$ cat config.mk
export PLATFORM = sky130hd
export DESIGN_NAME = dac_req_arbiter_flat
export DESIGN_NICKNAME = d
export VERILOG_FILES = /design/src/rtl/dac_req_arbiter_pkg.sv /design/src/rtl/dac_req_arbiter_if.sv /design/src/rtl/dac_req_arbiter_rr_arbiter.sv /design/src/rtl/dac_req_arbiter.sv /design/src/flat_wrapper.sv
export SDC_FILE = /design/constraint.sdc
export NUM_CORES = 1
export LEC_CHECK = 0
export BUFFER_PORTS_ARGS = -buffer_cell sky130_fd_sc_hd__clkbuf_2
export CORE_AREA = 2 2 61 63
export DETAILED_ROUTE_END_ITERATION = 10
export DIE_AREA = 0 0 63 65
export GPL_ROUTABILITY_DRIVEN = 0
export PLACE_DENSITY = 0.76
export SETUP_SLACK_MARGIN = 0.4
export SLEW_MARGIN = 10
export SYNTH_ARGS = -nofsm -noshare
export SYNTH_HDL_FRONTEND = slang
export SYNTH_SLANG_ARGS = --single-unit
$ cat constraint.sdc
create_clock -name clk_in -period 2.7 [get_ports clk_in]
set_clock_uncertainty 0.15 [all_clocks]
set_input_delay 0.405 -clock clk_in [delete_from_list [all_inputs] [get_ports clk_in]]
set_output_delay 0.405 -clock clk_in [all_outputs]
set_load 0.02 [all_outputs]
$ cat src/rtl/dac_req_arbiter_pkg.sv
// Shared constants for the DAC request arbiter: FSM state encodings and
// the counter sizing helper.
package dac_req_arbiter_pkg;

    localparam logic [2:0] ST_IDLE      = 3'd0;
    localparam logic [2:0] ST_LAUNCH    = 3'd1;
    localparam logic [2:0] ST_WAIT_BUSY = 3'd2;
    localparam logic [2:0] ST_WAIT_DONE = 3'd3;
    localparam logic [2:0] ST_GAP       = 3'd4;

    // Bits needed to count 0 .. max(a,b)-1 (at least one bit).
    function automatic int cnt_width(input int a, input int b);
        int m;
        int w;
        m = (a > b) ? a : b;
        w = 1;
        while ((1 << w) < m) w++;
        return w;
    endfunction

endpackage

$ cat src/rtl/dac_req_arbiter_if.sv
// Requester handshake plus serializer launch bus. The slave modport is the
// arbiter; the master modport is the sample sources together with the serializer.
interface dac_req_arbiter_if #(
    parameter int N_REQ  = 4,
    parameter int DATA_W = 12
);
    logic [N_REQ-1:0]        req_valid;
    logic [N_REQ*DATA_W-1:0] req_data;
    logic [N_REQ-1:0]        req_ready;
    logic                    dac_start;
    logic [DATA_W-1:0]       dac_data;
    logic                    dac_busy;

    modport master (
        output req_valid, req_data, dac_busy,
        input  req_ready, dac_start, dac_data
    );

    modport slave (
        input  req_valid, req_data, dac_busy,
        output req_ready, dac_start, dac_data
    );
endinterface

$ cat src/rtl/dac_req_arbiter_rr_arbiter.sv
// Combinational winner selection. Round robin from ptr by default;
// define DAC_ARB_FIXED_PRIO_EN for lowest-index-wins with no pointer input.
module rr_arbiter #(
    parameter  int N_REQ = 4,
    localparam int IDX_W = $clog2(N_REQ)
) (
    input  logic [N_REQ-1:0] req_valid,
`ifndef DAC_ARB_FIXED_PRIO_EN
    input  logic [IDX_W-1:0] ptr,
`endif
    output logic             win_any,
    output logic [IDX_W-1:0] win_idx,
    output logic [N_REQ-1:0] win_onehot
);

    always_comb begin
        int idx;
        idx        = 0;
        win_any    = 1'b0;
        win_idx    = '0;
        win_onehot = '0;
`ifdef DAC_ARB_FIXED_PRIO_EN
        for (int i = N_REQ - 1; i >= 0; i--) begin
            if (req_valid[i]) begin
                win_any = 1'b1;
                win_idx = IDX_W'(i);
            end
        end
`else
        // Scan backwards so the candidate closest to ptr is written last.
        for (int k = N_REQ - 1; k >= 0; k--) begin
            idx = int'(ptr) + k;
            if (idx >= N_REQ) idx = idx - N_REQ;
            if (req_valid[idx]) begin
                win_any = 1'b1;
                win_idx = IDX_W'(idx);
            end
        end
`endif
        if (win_any) win_onehot[win_idx] = 1'b1;
    end

endmodule

$ cat src/rtl/dac_req_arbiter.sv
// Shares one SPI DAC serializer between N_REQ sample producers, one frame per grant,
// with busy supervision and an inter-frame gap. DAC_ARB_FIXED_PRIO_EN selects fixed priority.
//
//  state     | meaning
//  IDLE      | waiting for any req_valid; accepts the winner this cycle
//  LAUNCH    | dac_start pulse, counter cleared
//  WAIT_BUSY | waiting for serializer busy, bounded by TIMEOUT_CYC
//  WAIT_DONE | frame in progress until busy falls
//  GAP       | enforced idle time before the next grant
module dac_req_arbiter
    import dac_req_arbiter_pkg::*;
#(
    parameter  int N_REQ       = 4,
    parameter  int DATA_W      = 12,
    parameter  int GAP_CYC     = 4,
    parameter  int TIMEOUT_CYC = 8,
    localparam int IDX_W       = $clog2(N_REQ)
) (
    input  logic               clk_in,
    input  logic               rst,
    dac_req_arbiter_if.slave   bus,
    output logic [IDX_W-1:0]   grant_id,
    output logic               active,
    output logic               err_timeout,
    input  logic               err_clr
);

    localparam int CNT_W = cnt_width(TIMEOUT_CYC, GAP_CYC);
    localparam logic [CNT_W-1:0] TO_LAST  = CNT_W'(TIMEOUT_CYC - 1);
    localparam logic [CNT_W-1:0] GAP_LAST = CNT_W'((GAP_CYC == 0) ? 0 : GAP_CYC - 1);

    logic [2:0]        state_q, state_d;
    logic [CNT_W-1:0]  cnt_q, cnt_d;
    logic [DATA_W-1:0] dac_data_q, dac_data_d;
    logic [IDX_W-1:0]  grant_id_q, grant_id_d;
    logic              err_q, err_d;

    logic              win_any;
    logic [IDX_W-1:0]  win_idx;
    logic [N_REQ-1:0]  win_onehot;

`ifndef DAC_ARB_FIXED_PRIO_EN
    logic [IDX_W-1:0]  ptr_q, ptr_d;
`endif

    rr_arbiter #(.N_REQ(N_REQ)) u_arb (
        .req_valid  (bus.req_valid),
`ifndef DAC_ARB_FIXED_PRIO_EN
        .ptr        (ptr_q),
`endif
        .win_any    (win_any),
        .win_idx    (win_idx),
        .win_onehot (win_onehot)
    );

    always_comb begin
        state_d    = state_q;
        cnt_d      = cnt_q;
        dac_data_d = dac_data_q;
        grant_id_d = grant_id_q;
        // A timeout set below overrides this clear.
        err_d      = err_clr ? 1'b0 : err_q;
`ifndef DAC_ARB_FIXED_PRIO_EN
        ptr_d      = ptr_q;
`endif
        case (state_q)
            ST_IDLE: begin
                if (win_any) begin
                    dac_data_d = bus.req_data[int'(win_idx)*DATA_W +: DATA_W];
                    grant_id_d = win_idx;
`ifndef DAC_ARB_FIXED_PRIO_EN
                    ptr_d      = (win_idx == IDX_W'(N_REQ - 1)) ? '0 : win_idx + IDX_W'(1);
`endif
                    state_d    = ST_LAUNCH;
                end
            end
            ST_LAUNCH: begin
                cnt_d   = '0;
                state_d = ST_WAIT_BUSY;
            end
            ST_WAIT_BUSY: begin
                if (bus.dac_busy) begin
                    state_d = ST_WAIT_DONE;
                end else if (cnt_q == TO_LAST) begin
                    err_d   = 1'b1;
                    cnt_d   = '0;
                    state_d = ST_GAP;
                end else begin
                    cnt_d = cnt_q + CNT_W'(1);
                end
            end
            ST_WAIT_DONE: begin
                if (!bus.dac_busy) begin
                    cnt_d   = '0;
                    state_d = ST_GAP;
                end
            end
            ST_GAP: begin
                // GAP_CYC of 0 still spends one cycle here, same as GAP_CYC of 1.
                if (cnt_q == GAP_LAST) state_d = ST_IDLE;
                else                   cnt_d   = cnt_q + CNT_W'(1);
            end
            default: state_d = ST_IDLE;
        endcase
    end

    always_ff @(posedge clk_in) begin
        if (rst) begin
            state_q    <= ST_IDLE;
            cnt_q      <= '0;
            dac_data_q <= '0;
            grant_id_q <= '0;
            err_q      <= 1'b0;
`ifndef DAC_ARB_FIXED_PRIO_EN
            ptr_q      <= '0;
`endif
        end else begin
            state_q    <= state_d;
            cnt_q      <= cnt_d;
            dac_data_q <= dac_data_d;
            grant_id_q <= grant_id_d;
            err_q      <= err_d;
`ifndef DAC_ARB_FIXED_PRIO_EN
            ptr_q      <= ptr_d;
`endif
        end
    end

    assign bus.req_ready = (state_q == ST_IDLE && !rst) ? win_onehot : '0;
    assign bus.dac_start = (state_q == ST_LAUNCH);
    assign bus.dac_data  = dac_data_q;
    assign grant_id      = grant_id_q;
    assign active        = (state_q != ST_IDLE);
    assign err_timeout   = err_q;

endmodule

$ cat src/flat_wrapper.sv
// flat-port wrapper written by rule: the top's interface ports become plain ports
module dac_req_arbiter_flat import dac_req_arbiter_pkg::*;
#(
    parameter  int N_REQ       = 4,
    parameter  int DATA_W      = 12,
    parameter  int GAP_CYC     = 4,
    parameter  int TIMEOUT_CYC = 8,
    localparam int IDX_W       = $clog2(N_REQ)
)
  (clk_in, rst, grant_id, active, err_timeout, err_clr, bus_req_valid, bus_req_data, bus_dac_busy, bus_req_ready, bus_dac_start, bus_dac_data);
  dac_req_arbiter_if #(.N_REQ(N_REQ), .DATA_W(DATA_W)) bus_i ();
  input  logic clk_in;
  input  logic rst;
  output logic [IDX_W-1:0] grant_id;
  output logic active;
  output logic err_timeout;
  input  logic err_clr;
  input wire logic [$bits(bus_i.req_valid)-1:0] bus_req_valid;
  input wire logic [$bits(bus_i.req_data)-1:0] bus_req_data;
  input wire logic [$bits(bus_i.dac_busy)-1:0] bus_dac_busy;
  output wire logic [$bits(bus_i.req_ready)-1:0] bus_req_ready;
  output wire logic [$bits(bus_i.dac_start)-1:0] bus_dac_start;
  output wire logic [$bits(bus_i.dac_data)-1:0] bus_dac_data;
  assign bus_i.req_valid = bus_req_valid;
  assign bus_i.req_data = bus_req_data;
  assign bus_i.dac_busy = bus_dac_busy;
  assign bus_req_ready = bus_i.req_ready;
  assign bus_dac_start = bus_i.dac_start;
  assign bus_dac_data = bus_i.dac_data;
  dac_req_arbiter #(.N_REQ(N_REQ), .DATA_W(DATA_W), .GAP_CYC(GAP_CYC), .TIMEOUT_CYC(TIMEOUT_CYC)) u_core (.clk_in(clk_in), .rst(rst), .bus(bus_i), .grant_id(grant_id), .active(active), .err_timeout(err_timeout), .err_clr(err_clr));
endmodule
Word-level counts from Yosys, hierarchy flattened
Cells that the tools add are included.

word-level totals
  flip-flop bits (word level) = 23
  input bits = 56
  output and inout bits = 21
  word-level logic and storage cells = 93

operators by class
  add/sub/neg operators = 9
  multipliers = 1
  $lt $le $gt $ge = 10
  equal/unequal tests = 13
  shift operators = 1
  muxes and demuxes = 44
  reduce and logical (&&, ||, !) cells = 9

operator list
  operator                 count
  $lt A32 B4 Y1 const B    4
  $mux W32                 4
  $shiftx A48 B32 Y12      1
  $ge A32 B4 Y1 const B    1
  $sub A32 B4 Y32 const B  1
  $mux W3                  9
  $mux W1                  17
  $pmux W3 S5              1
  $pmux W3 S4              1
  $mux W2                  5
  $eq A3 B2 Y1 const B     3
  $bmux W1 S2              4
  $mux W4                  2
  $ne A2 B2 Y1 const B     4
  $reduce_and A4 Y1        2
  $sub A3 B3 Y4 const B    2
  $add A2 B2 Y3 const B    2
  $eq A3 B3 Y1 const B     2
  $ge A3 B3 Y1 const B     2
  $mul A2 B2 Y4 const B    1
  $reduce_bool A4 Y1       1
  $sub A2 B3 Y4 const B    1
  $add A2 B1 Y3 const B    1
  $add A3 B1 Y3 const B    1
  other kinds (14)         15

Longest topological paths before layout
Gate-level depths: netlist (run 1).

  word-level depth = 16
  gate-level depth with buffers = 8
  gate-level depth less buffers = 7

Modules after synthesis
From an unflattened synthesis (run 1), not the netlist that was laid out.

second synthesis, totals
  cell total of the unflattened synthesis = 173
  area total of the unflattened synthesis = 1526.5 um^2

by module, submodules not included
  module           times used  cells an instance  area each (um^2)  seq. area each (um^2)
  dac_req_arbiter  1           140                1315.0            460.4
  rr_arbiter       1           33                 211.5             0.0

Worst setup path before layout (run 1)
Ideal clock, no wire load.

  path kind = input port to output port
  from = input bus_req_valid[0]
  to = output bus_req_ready[3]
  data arrival time = 1.969 ns
  data required time = 2.145 ns
  path slack = 0.176 ns
  stages on the path = 7
  path buffers = 2
  cell sequence = a21o_1 -> a21oi_1 -> o22a_1 -> buf_4 -> buf_2 -> ha_1 -> nor3b_1

on the way
  cells in the longest elaborated chain, start to end = 13
  elaborated cells on any way between the ends = 27
  those cells by class = order compare: 2; mux: 24; reduce/logical: 1

RTL lines
  item                                                                line                              text
  start, declared                                                     flat_wrapper.sv:18                input wire logic [$bits(bus_i.req_valid)-1:0] bus_req_valid;
  $bmux W1 S2                                                         dac_req_arbiter_rr_arbiter.sv:34  if (req_valid[idx]) begin
  $mux W1 (implied by the code) (2 in a row)                          dac_req_arbiter_rr_arbiter.sv:34
  $mux W2 (4 in a row)                                                dac_req_arbiter_rr_arbiter.sv:34
  $lt A2 B3 Y1 (implied by the code) or $ge A2 B1 Y1 (tied branches)  dac_req_arbiter_rr_arbiter.sv:40  if (win_any) win_onehot[win_idx] = 1'b1;
  $logic_and A1 B1 Y1 (implied by the code)                           dac_req_arbiter_rr_arbiter.sv:40
  $mux W1 (implied by the code)                                       dac_req_arbiter_rr_arbiter.sv:40
  $demux W1 S2                                                        dac_req_arbiter_rr_arbiter.sv:40
  $mux W4 *                                                           dac_req_arbiter_rr_arbiter.sv:40
  $mux W4 *                                                           dac_req_arbiter.sv:129            assign bus.req_ready = (state_q == ST_IDLE && !rst) ? win_onehot : '0;
  end, declared                                                       flat_wrapper.sv:21                output wire logic [$bits(bus_i.req_ready)-1:0] bus_req_ready;

Every way passes the cells marked *; elsewhere a longest branch is shown, timed or not. The select of a mux whose other input is x is not followed.

Worst setup path in the final report (run 1)
  from = register u_core.state_q[0]
  to = output bus_req_ready[1]

on the way
  cells in the longest elaborated chain, start to end = 3

RTL lines
  item                    line                    text
  start, declared         dac_req_arbiter.sv:32   logic [2:0] state_q, state_d;
  start signal, assigned  dac_req_arbiter.sv:118  state_q <= state_d;
  $logic_not A3 Y1        dac_req_arbiter.sv:129
  $logic_and A1 B1 Y1     dac_req_arbiter.sv:129
  $mux W4                 dac_req_arbiter.sv:129

No other way between the ends.

==> results of run 1 <==
[state kept, by name, indices dropped and copies added (netlist names)]
name and count:
u_core.state_q 3, u_core.bus.dac_data 12, u_core.cnt_q 3, u_core.err_timeout 1, u_core.grant_id 2, u_core.ptr_q 2
[what timing repair did]
| item | 4_1_cts | 5_1_grt |
|---|---|---|
| gates resized for setup | 17 | 8 |
| pin swaps | 3 | 0 |
| setup endpoints to repair | 4 | 4 |
| endpoints found under the hold margin | 0 | 0 |
| buffers inserted | 8 | 1 |
[worst max path at each step]
stage	from	endpoint	slack, ns	cells past startpoint
after global placement	bus_req_valid[3]	bus_req_ready[1]	0.42	7
after floorplan	u_core.state_q[0]	bus_req_ready[0]	0.31	8
after detailed placement	u_core.state_q[0]	bus_req_ready[1]	0.42	6
final	u_core.state_q[0]	bus_req_ready[1]	0.41	6
after global routing	u_core.state_q[0]	bus_req_ready[2]	0.31	6
after CTS	u_core.state_q[0]	bus_req_ready[2]	0.38	6
[power breakdown]
| part | internal (mW) | total [mW] | switching (mW) |
|---|---|---|---|
| Sequential | 0.436 | 0.485 | 0.0490 |
| Clock | 0.0575 | 0.157 | 0.0993 |
| Combinational | 0.400 | 0.861 | 0.461 |
[cell families after synthesis]
group / Yosys count / synth area share, %
muxes: 29 / 19.85
AOI/OAI and AO/OA: 29 / 19.08
and+or+nand+nor: 52 / 19.50
adders and majority gates: 4 / 3.422
DFF: 23 / 31.48
buffers and inverters: 16 / 6.672
[synthesized netlist by cell type]
library cell / number / share of area, %
or3_4: 1 / 0.77
inv_1: 6 / 1.5
ha_1: 4 / 3.4
nor2_1: 12 / 3.1
nand2_2: 1 / 0.43
nand2_1: 18 / 4.6
or3_1: 1 / 0.43
o22a_1: 1 / 0.60
nor2_8: 1 / 1.4
buf_2: 3 / 1.0
clkbuf_1: 2 / 0.51
nand2b_4: 1 / 0.94
and2_1: 1 / 0.43
a2111o_1: 1 / 0.77
o21ai_0: 1 / 0.34
nand3b_1: 1 / 0.51
buf_6: 4 / 3.1
a211oi_2: 1 / 0.86
nor3b_1: 1 / 0.51
nand2b_1: 5 / 2.1
buf_4: 1 / 0.51
nor2b_1: 2 / 0.86
dfxtp_1: 23 / 31
o32a_1: 1 / 0.68
o22ai_1: 1 / 0.43
nor4_1: 3 / 1.3
o221ai_1: 2 / 1.2
a21o_1: 1 / 0.51
a21oi_1: 10 / 3.4
or4b_1: 2 / 1.4
or2_1: 1 / 0.43
nor3_1: 1 / 0.34
mux2i_1: 29 / 20
o221ai_2: 10 / 10
[stage by stage]
step	instances	cell area (µm²)	util [%]	setup slack, ns
after global placement	273	1886	53.94	0.4244
after CTS	285	2014	57.62	0.3777
after global routing	286	2041	58.38	0.3089
after detailed placement	273	1886	53.94	0.4235
after floorplan	153	1475	-	0.3120
final	286	2041	58.38	0.4111
[cells in the final DEF, fill, tap and decap left out, types with 2 or more instances in the layout]
cell,count
a21oi_1,10
clkbuf_4,4
dfxtp_1,18
o221ai_2,10
clkbuf_2,72
buf_6,2
nor2_4,2
o221ai_1,2
dfxtp_2,2
buf_4,14
nand2_1,18
dfxtp_4,3
nor2b_1,2
inv_1,6
or4b_1,2
nor4_1,3
ha_1,3
nor2_1,9
mux2i_1,29
nand2b_1,5
[layer usage]
layer | share of wire [%] | vias to the layer above
met2 | 55 | 34
met4 | 0.94 | 0
li1 | - | 728
met5 | 0 | -
met1 | 41 | 652
met3 | 3.7 | 4
[tightest hold or removal path, stage by stage]
cell      delay, ns
clkbuf_2       0.07
nand2b_1       0.09
a21oi_1        0.05
[final cells by class]
cell class	count	area, µm²
inverter	6	22.52
clock buffer	4	26.28
tap	48	60.06
multi-input combinational	114	933.4
timing repair buffer	91	524.3
sequential	23	474.2
fill	345	1455
==> results.ini, run 1 <==
[place]
dp.final_hpwl_mm = 2.784
io_buffers = 76

[critical_path]
worst_r2r_endpoint = u_core.bus.dac_data[0]
path_delay_family = simple AND/OR/NAND/NOR gates
crit_fanout = 4
critPathMaxStageDelay_ns = 0.38
worstSetupEndpointType = primary output
crit_chain = or3_4, or2_4, nor2_8, nand2_2, nor2_4, clkbuf_8
path_class = reg2out
worstSetupStartpointType = flop
r2r_start = u_core.state_q[0]
critical_path_buf_inv_count = 1
reg2reg_slack_ns = 0.66
reg2reg_depth = 8
cp.required_ns = 2.14
crit_arrival_ns = 1.73
worst_path_max_delay_cell = or3_4

[clocking]
postCtsHoldBufs = 0
cts_tree = yes
cts_inserted_buffers = 3
clock_sinks = 23
clk_latency_ns = 0.30
clk_path_buf_depth = 2
root_buffer = clkbuf_4
clkTransAtPathRegs_ns = 0.13
h-tree-depth = 1

[global_route]
grt_use_total_pct = 17.92
met3_usage_pct = 2.431
grt_overflow = 0
grtUsageMet2_pct = 34.18
grt.met1_usage_pct = 20.53
top_usage_layer = met2
grt_max_degree = 17
antenna_found_initial = 0
grt_pass1_vias = 1398
grt_pass1_wl_mm = 5.961

[drt]
drtIter0Drc = 43
wl_per_cell_um = 12.29
vias = 1418
firstDrtPassIters = 3
drtAntennaViolNets = 0
finalWirelength_mm = 3.515
vias_per_cell = 4.958
post-route-drc-count = 0

[layout]
drive_gt1_share_pct = 50.84
syn2layout_area_growth_pct = 39.52
n_antenna_cell = 0
fin_nets = 299

[min_path]
min_from = err_clr
hp-class = in2reg
worstHoldEndpoint = u_core.err_timeout
min_path_cells = 3

[synthesis]
ys_seq_area_share_pct = 31.48
synth_seq_cells = 23
synth.cell_area_um2 = 1463
synthCells = 153
syn_avg_cell_area_um2 = 9.560
synth_cell_types = 34
synth_fp_nets = 213
yosysWarningCount = 0

[flow_run]
drv_cap = 0

[timing]
fin_crit_sh_pct = 84.78
min_period_ns = 2.289
holdWs_ns = 0.1971
drv_slew = 0
tightest_slew_ns = 0.3668
rsz0062_at_grt = yes
slew_headroom_pct = 75.32
setup_viol_count_final = 0
tns_ns = 0
final-hold-violation-count = 0
max_freq_mhz = 436.9

[outcome]
outcome = finished, final reports clean

[floorplan]
dieArea_um2 = 4095
die_h_um = 65
rows = 22
start_util_pct = 41.84
fp.coreArea_um2 = 3496
fp.dieW_um = 63
pin_count = 77

[pwr]
p_leak_nw = 0.9465
power.density_nw_per_um2 = 736.4
peakVddDrop_uv = 305.8
total_power_mw = 1.503

Note: power is estimated with default switching activity, not from simulation.
==> run 2: changes to the inputs <==
--- a/config.mk
+++ b/config.mk
@@ -6,11 +6,11 @@
 export NUM_CORES = 1
 export LEC_CHECK = 0
 export BUFFER_PORTS_ARGS = -buffer_cell sky130_fd_sc_hd__clkbuf_2
-export CORE_AREA = 2 2 61 63
+export CORE_AREA = 2 2 64 66
 export DETAILED_ROUTE_END_ITERATION = 10
-export DIE_AREA = 0 0 63 65
+export DIE_AREA = 0 0 66 68
 export GPL_ROUTABILITY_DRIVEN = 0
-export PLACE_DENSITY = 0.76
+export PLACE_DENSITY = 0.73
 export SETUP_SLACK_MARGIN = 0.4
 export SLEW_MARGIN = 10
 export SYNTH_ARGS = -nofsm -noshare
==> constraint.sdc (replaced) <==
create_clock -name clk_in -period 2.1 [get_ports clk_in]
set_clock_uncertainty 0.15 [all_clocks]
set_input_delay 0.315 -clock clk_in [delete_from_list [all_inputs] [get_ports clk_in]]
set_output_delay 0.315 -clock clk_in [all_outputs]
set_load 0.02 [all_outputs]
==> run 2 against run 1 <==
The flow now finishes with violations (negative setup slack). Sequential power increased by 33%. Design area increased by 15%. Critical path depth decreased by 1. Combinational power increased by 51%. Total power increased by 48%. Clock power increased by 75%. Routed wire length increased by 13%. Non-clock buffer count increased by 9. Sequential share of layout area decreased by 3.2 points. Core utilization increased by 2.4 points. Global-route usage decreased by 0.56 points. Worst setup slack got worse by 0.47 ns.
==> results.ini, run 2 (synthesis results as in run 1) <==
[critical_path]
reg2reg_depth = 6  ; -2
path_delay_family = simple AND/OR/NAND/NOR gates
worstSetupEndpointType = primary output
crit_arrival_ns = 1.69  ; -0.04 ns
reg2reg_slack_ns = 0.14  ; -0.52 ns
critPathMaxStageDelay_ns = 0.38  ; about the same
r2r_start = u_core.state_q[1]
path_class = reg2out
crit_start = u_core.state_q[1]
crit_cells = 5  ; -1
critical_path_buf_inv_count = 2  ; +1
crit_fanout = 3  ; -1
worst_r2r_endpoint = u_core.ptr_q[0]
cp.required_ns = 1.63  ; -0.51 ns
crit_chain = or3_4, or2_4, buf_6, nor3b_4, clkbuf_8
worstSetupStartpointType = flop
worst_path_max_delay_cell = or3_4
critical_path.endpoint = bus_req_ready[3]

[clocking]
h-tree-depth = 1  ; unchanged
root_buffer = clkbuf_8
clock_sinks = 23  ; unchanged
cts_inserted_buffers = 3  ; unchanged
clk_path_buf_depth = 2  ; unchanged
clk_latency_ns = 0.26  ; -0.04 ns
cts_tree = yes
clkTransAtPathRegs_ns = 0.08  ; -0.05 ns

[timing]
max_freq_mhz = 464.0
setup_viol_count_final = 3  ; +3
holdWs_ns = 0.1551  ; -0.04194 ns
tns_ns = -0.1146  ; -0.1146 ns
final-hold-violation-count = 0  ; unchanged
rsz0062_at_grt = yes
drv_slew = 0  ; unchanged
min_period_ns = 2.155
fin_crit_sh_pct = 102.6
setup_slack_ns = -0.05498  ; -0.4660 ns
tightest_slew_ns = 0.3641  ; -0.002637 ns
slew_headroom_pct = 75.50  ; +0.18 points

[floorplan]
dieArea_um2 = 4488  ; +9.6%
pin_count = 77  ; unchanged
rows = 23  ; +4.5%
die_h_um = 68  ; +4.6%
start_util_pct = 37.93  ; -3.9 points
fp.coreArea_um2 = 3856  ; +10%
fp.dieW_um = 66  ; +4.8%

[drt]
vias_per_cell = 4.919  ; -0.78%
post-route-drc-count = 0  ; unchanged
finalWirelength_mm = 3.969  ; +13%
firstDrtPassIters = 4  ; +1
drtAntennaViolNets = 0  ; unchanged
drtIter0Drc = 14  ; -67%
wl_per_cell_um = 13.36  ; +8.7%
vias = 1461  ; +3.0%

[layout]
drive_gt1_share_pct = 63.97  ; +13 points
final_cell_mix = clkbuf_2, mux2i_1, dfxtp_1, buf_4, o221ai_2
syn2layout_area_growth_pct = 60.22
largest_register_ffs = 12  ; unchanged
n_antenna_cell = 0  ; unchanged
fin_nets = 308  ; +3.0%
final_common_cell = clkbuf_2

[global_route]
grt_pass1_wl_mm = 6.044  ; +1.4%
antenna_found_initial = 0  ; unchanged
grt_pass1_vias = 1346  ; -3.7%
grt_overflow = 0  ; unchanged
grt_use_total_pct = 17.36  ; -0.56 points
grt_max_degree = 21  ; +4

[outcome]
violations = negative setup slack
outcome = finished, violations left

[place]
place_ws_ns = 0.08651  ; -0.3370 ns
io_buffers = 76  ; unchanged
dp.final_hpwl_mm = 2.898  ; +4.1%

[pwr]
peakVddDrop_uv = 464.7  ; +52%
p_leak_nw = 1.074  ; +13%
power.density_nw_per_um2 = 948.2  ; +29%

[flow_run]
drv_cap = 0  ; unchanged

[min_path]
hp-class = in2reg
min_from = err_clr

-- run 2: changes by cell type in the layout (fill, tap and decap cells not counted), moves of 4 or more --
cell / previous run / this run
a21oi_1: 10 / 5
nand2_1: 18 / 6
buf_6: 2 / 8
clkbuf_4: 4 / 0
a21oi_2: 0 / 5
nand2_2: 1 / 10
-- run 2: area by class of cell --
class / instances / area [µm²]
Multi-Input combinational cell: 114 / 1101
Sequential cell: 23 / 469.2
Fill cell: 339 / 1513
Timing Repair Buffer: 100 / 641.9
Tap cell: 50 / 62.56
Clock inverter: 1 / 5.005
Inverter: 6 / 22.52
Clock buffer: 3 / 41.29
-- run 2: where the power goes --
group	internal, mW	total, mW	leakage, nW	switching (mW)
logic	0.630	1.30	0.857	0.673
registers	0.556	0.644	0.191	0.0884
clock network	0.132	0.275	0.0255	0.143
-- run 2: metal layers --
metal  track usage (%)  vias to the layer above  part of all wire [%]
li1                  -                      744                     -
met1             20.08                      677                    40
met2             33.59                       36                    55
met3             2.303                        4                   3.8
met4             4.592                        0                   1.0
met5                 0                        -                     0
-- run 2: per-stage QoR --
| stage | cell area [µm²] | std cells | power (mW) | utilization (%) |
|---|---|---|---|---|
| CTS | 2237 | 294 | 2.138 | 58.01 |
| detailed placement | 1978 | 281 | 1.700 | 51.30 |
| floorplan | 1544 | 153 | 1.434 | - |
| finish | 2344 | 297 | 2.222 | 60.77 |
| global placement | 1978 | 281 | 1.681 | 51.30 |
| global route | 2344 | 297 | 2.372 | 60.77 |
-- run 2: tightest hold or removal path: cells and delay by family --
kind,cells,cell delay [ns]
AO/OA/AOI/OAI,1,0.05
buffers and inverters,1,0.07
AND/OR/NAND/NOR,1,0.08
-- run 2: worst min-delay path by stage --
stage | depth (start not counted) | slack (ns) | to
3_5_place_dp | 2 | 0.30 | u_core.bus.dac_data[7]
4_1_cts | 3 | 0.16 | u_core.err_timeout
5_1_grt | 3 | 0.19 | u_core.err_timeout
2_1_floorplan | 1 | 0.24 | u_core.state_q[0]
6_report | 3 | 0.16 | u_core.err_timeout
3_3_place_gp | 2 | 0.29 | u_core.bus.dac_data[10]
-- run 2: repair_timing --
action / in CTS / in global routing
gates resized for setup: 35 / 25
setup buffers: 8 / 3
pin swaps: 10 / 11
setup endpoints to repair: 21 / 25
gates cloned: 1 / 0
hold buffers: 0 / 0
==> run 3: changes to the inputs <==
--- a/config.mk
+++ b/config.mk
@@ -6,9 +6,9 @@
 export NUM_CORES = 1
 export LEC_CHECK = 0
 export BUFFER_PORTS_ARGS = -buffer_cell sky130_fd_sc_hd__clkbuf_2
-export CORE_AREA = 2 2 64 66
+export CORE_AREA = 2 2 71 60
 export DETAILED_ROUTE_END_ITERATION = 10
-export DIE_AREA = 0 0 66 68
+export DIE_AREA = 0 0 73 62
 export GPL_ROUTABILITY_DRIVEN = 0
 export PLACE_DENSITY = 0.73
 export SETUP_SLACK_MARGIN = 0.4
==> run 3 against run 2 <==
The run still ends with negative setup slack left. Combinational power hardly changed. Hold slack lost 0.011 ns. Critical path type unchanged. Critical endpoint unchanged. Die area rose by 0.85%.
==> results.ini, run 3 (synthesis results as in run 1) <==
[outcome]
violations = negative setup slack
outcome = finished, violations left

[timing]
tightest_slew_ns = 0.4439  ; +0.07974 ns
fin_crit_sh_pct = 105.7  ; +3.1 points
setup_slack_ns = -0.1197  ; -0.06474 ns
final-hold-violation-count = 0  ; unchanged
tns_ns = -0.2517  ; -0.1371 ns
max_freq_mhz = 450.5  ; -2.9%
slew_headroom_pct = 70.41  ; -5.1 points
rsz0062_at_grt = yes
setup_viol_count_final = 4  ; +1
drv_slew = 0  ; unchanged
holdWs_ns = 0.1443  ; -0.01081 ns
min_period_ns = 2.220  ; +0.06474 ns

[drt]
finalWirelength_mm = 3.839  ; -3.3%
post-route-drc-count = 0  ; unchanged
drtAntennaViolNets = 0  ; unchanged
vias_per_cell = 4.969  ; +1.0%
wl_per_cell_um = 13.06  ; -2.3%
drtIter0Drc = 46  ; +32
firstDrtPassIters = 4  ; unchanged
vias = 1461  ; unchanged

[critical_path]
worstSetupStartpointType = flop
reg2reg_depth = 7  ; +1
path_class = reg2out
r2r_start = u_core.state_q[1]
cp.required_ns = 1.63  ; about the same
worst_r2r_endpoint = u_core.ptr_q[0]
reg2reg_slack_ns = 0.11  ; -0.03 ns
crit_fanout = 3  ; unchanged
worstSetupEndpointType = primary output
crit_arrival_ns = 1.75  ; +0.06 ns

[floorplan]
dieArea_um2 = 4526  ; +0.85%
fp.dieW_um = 73  ; +11%
die_h_um = 62  ; -8.8%
start_util_pct = 37.36  ; -0.57 points
pin_count = 77  ; unchanged
rows = 21  ; -8.7%
fp.coreArea_um2 = 3915  ; +1.5%

[pwr]
power.density_nw_per_um2 = 956.0  ; +0.82%
total_power_mw = 2.219  ; -0.15%
peakVddDrop_uv = 432.1  ; -7.0%
p_leak_nw = 1.054  ; -1.9%

[global_route]
grt_use_total_pct = 16.46  ; -0.90 points
antenna_found_initial = 0  ; unchanged
grt_overflow = 0  ; unchanged
grt_pass1_vias = 1227  ; -8.8%
grt_pass1_wl_mm = 5.671  ; -6.2%
grt_max_degree = 21  ; unchanged

[layout]
nFillCells = 351  ; +3.5%
finish.utilization_pct = 59.28  ; -1.5 points
largest_register_ffs = 12  ; unchanged
final_cell_mix = clkbuf_2, mux2i_1, dfxtp_1, buf_4, o221ai_2
seq_area_um2 = 466.7  ; -0.53%
stdcell_area_um2 = 2321  ; -0.96%
n_antenna_cell = 0  ; unchanged
multi_input_area_um2 = 1047  ; -4.9%
final_common_cell = clkbuf_2
fin_nets = 309  ; +0.32%
drive_gt1_share_pct = 60.48  ; -3.5 points
stdcell_count = 294  ; -1.0%
syn2layout_area_growth_pct = 58.68

[clocking]
clkTransAtPathRegs_ns = 0.09  ; about the same
cts_inserted_buffers = 3  ; unchanged
postCtsHoldBufs = 0  ; unchanged
root_buffer = clkbuf_8
clock_sinks = 23  ; unchanged
clk_path_buf_depth = 2  ; unchanged
cts_tree = yes
clk_latency_ns = 0.27  ; about the same
h-tree-depth = 1  ; unchanged

[place]
place_ws_ns = 0.08631  ; -0.0002022 ns
place_inst = 278  ; -1.1%
placed_cell_area_um2 = 2006  ; +1.4%
dp.final_hpwl_mm = 2.773  ; -4.3%
io_buffers = 76  ; unchanged

[min_path]
min_path_cells = 3  ; unchanged
worstHoldEndpoint = u_core.err_timeout
min_from = err_clr
hp-class = in2reg

[flow_run]
drv_cap = 0  ; unchanged

==> run 3: cell count changes in the layout (fill, tap and decap cells not counted), moves of 3 or more <==
cell,change
nand2_1,+3
buf_6,-3
a21oi_2,-3
a21oi_1,+3
==> run 3: routing by layer <==
layer	vias to the layer above	GRT usage, %	wire length (µm)
li1	751	-	-
met1	668	20.39	1710
met2	40	28.19	1932
met3	2	4.839	169
met4	0	4.762	27
met5	-	0	0
==> run 3: area by class of cell <==
type | instances | share of cell area [%]
clock buffers | 3 | 1.779
clock inverters | 1 | 0.3234
inverters | 6 | 0.9703
multi-input cells | 114 | 45.12
flip-flops and latches | 23 | 20.11
well taps | 46 | 2.480
repair buffers | 101 | 29.22
==> run 3: where the power goes <==
part	leakage, nW	switching [mW]	internal, mW
Clock	0.0217	0.157	0.135
Combinational	0.841	0.648	0.644
Sequential	0.191	0.0803	0.556
Total	1.05	0.885	1.33
==> run 3: timing repair <==
action,in CTS,in global routing
setup buffers,8,3
setup endpoints to repair,21,25
gates resized for setup,31,12
cloned,0,1
pin swaps,8,6
==> run 3: worst max-delay path, cell delays in order (launching register included) <==
cell and delay, ns:
dfxtp_2 0.33, or3_4 0.37, or2_4 0.27, buf_6 0.13, nor3b_4 0.19, clkbuf_8 0.18
==> run 3: how the worst max path moves through the flow <==
stage                            from                to  slack, ns  cells past startpoint
floorplan           u_core.state_q[0]  bus_req_ready[1]      -0.06                      8
global route        u_core.state_q[1]  bus_req_ready[3]      -0.17                      5
finish              u_core.state_q[1]  bus_req_ready[3]      -0.12                      5
CTS                 u_core.state_q[1]  bus_req_ready[3]      -0.11                      5
global placement     bus_req_valid[0]  bus_req_ready[3]       0.06                      7
detailed placement  u_core.state_q[1]  bus_req_ready[3]       0.09                      5
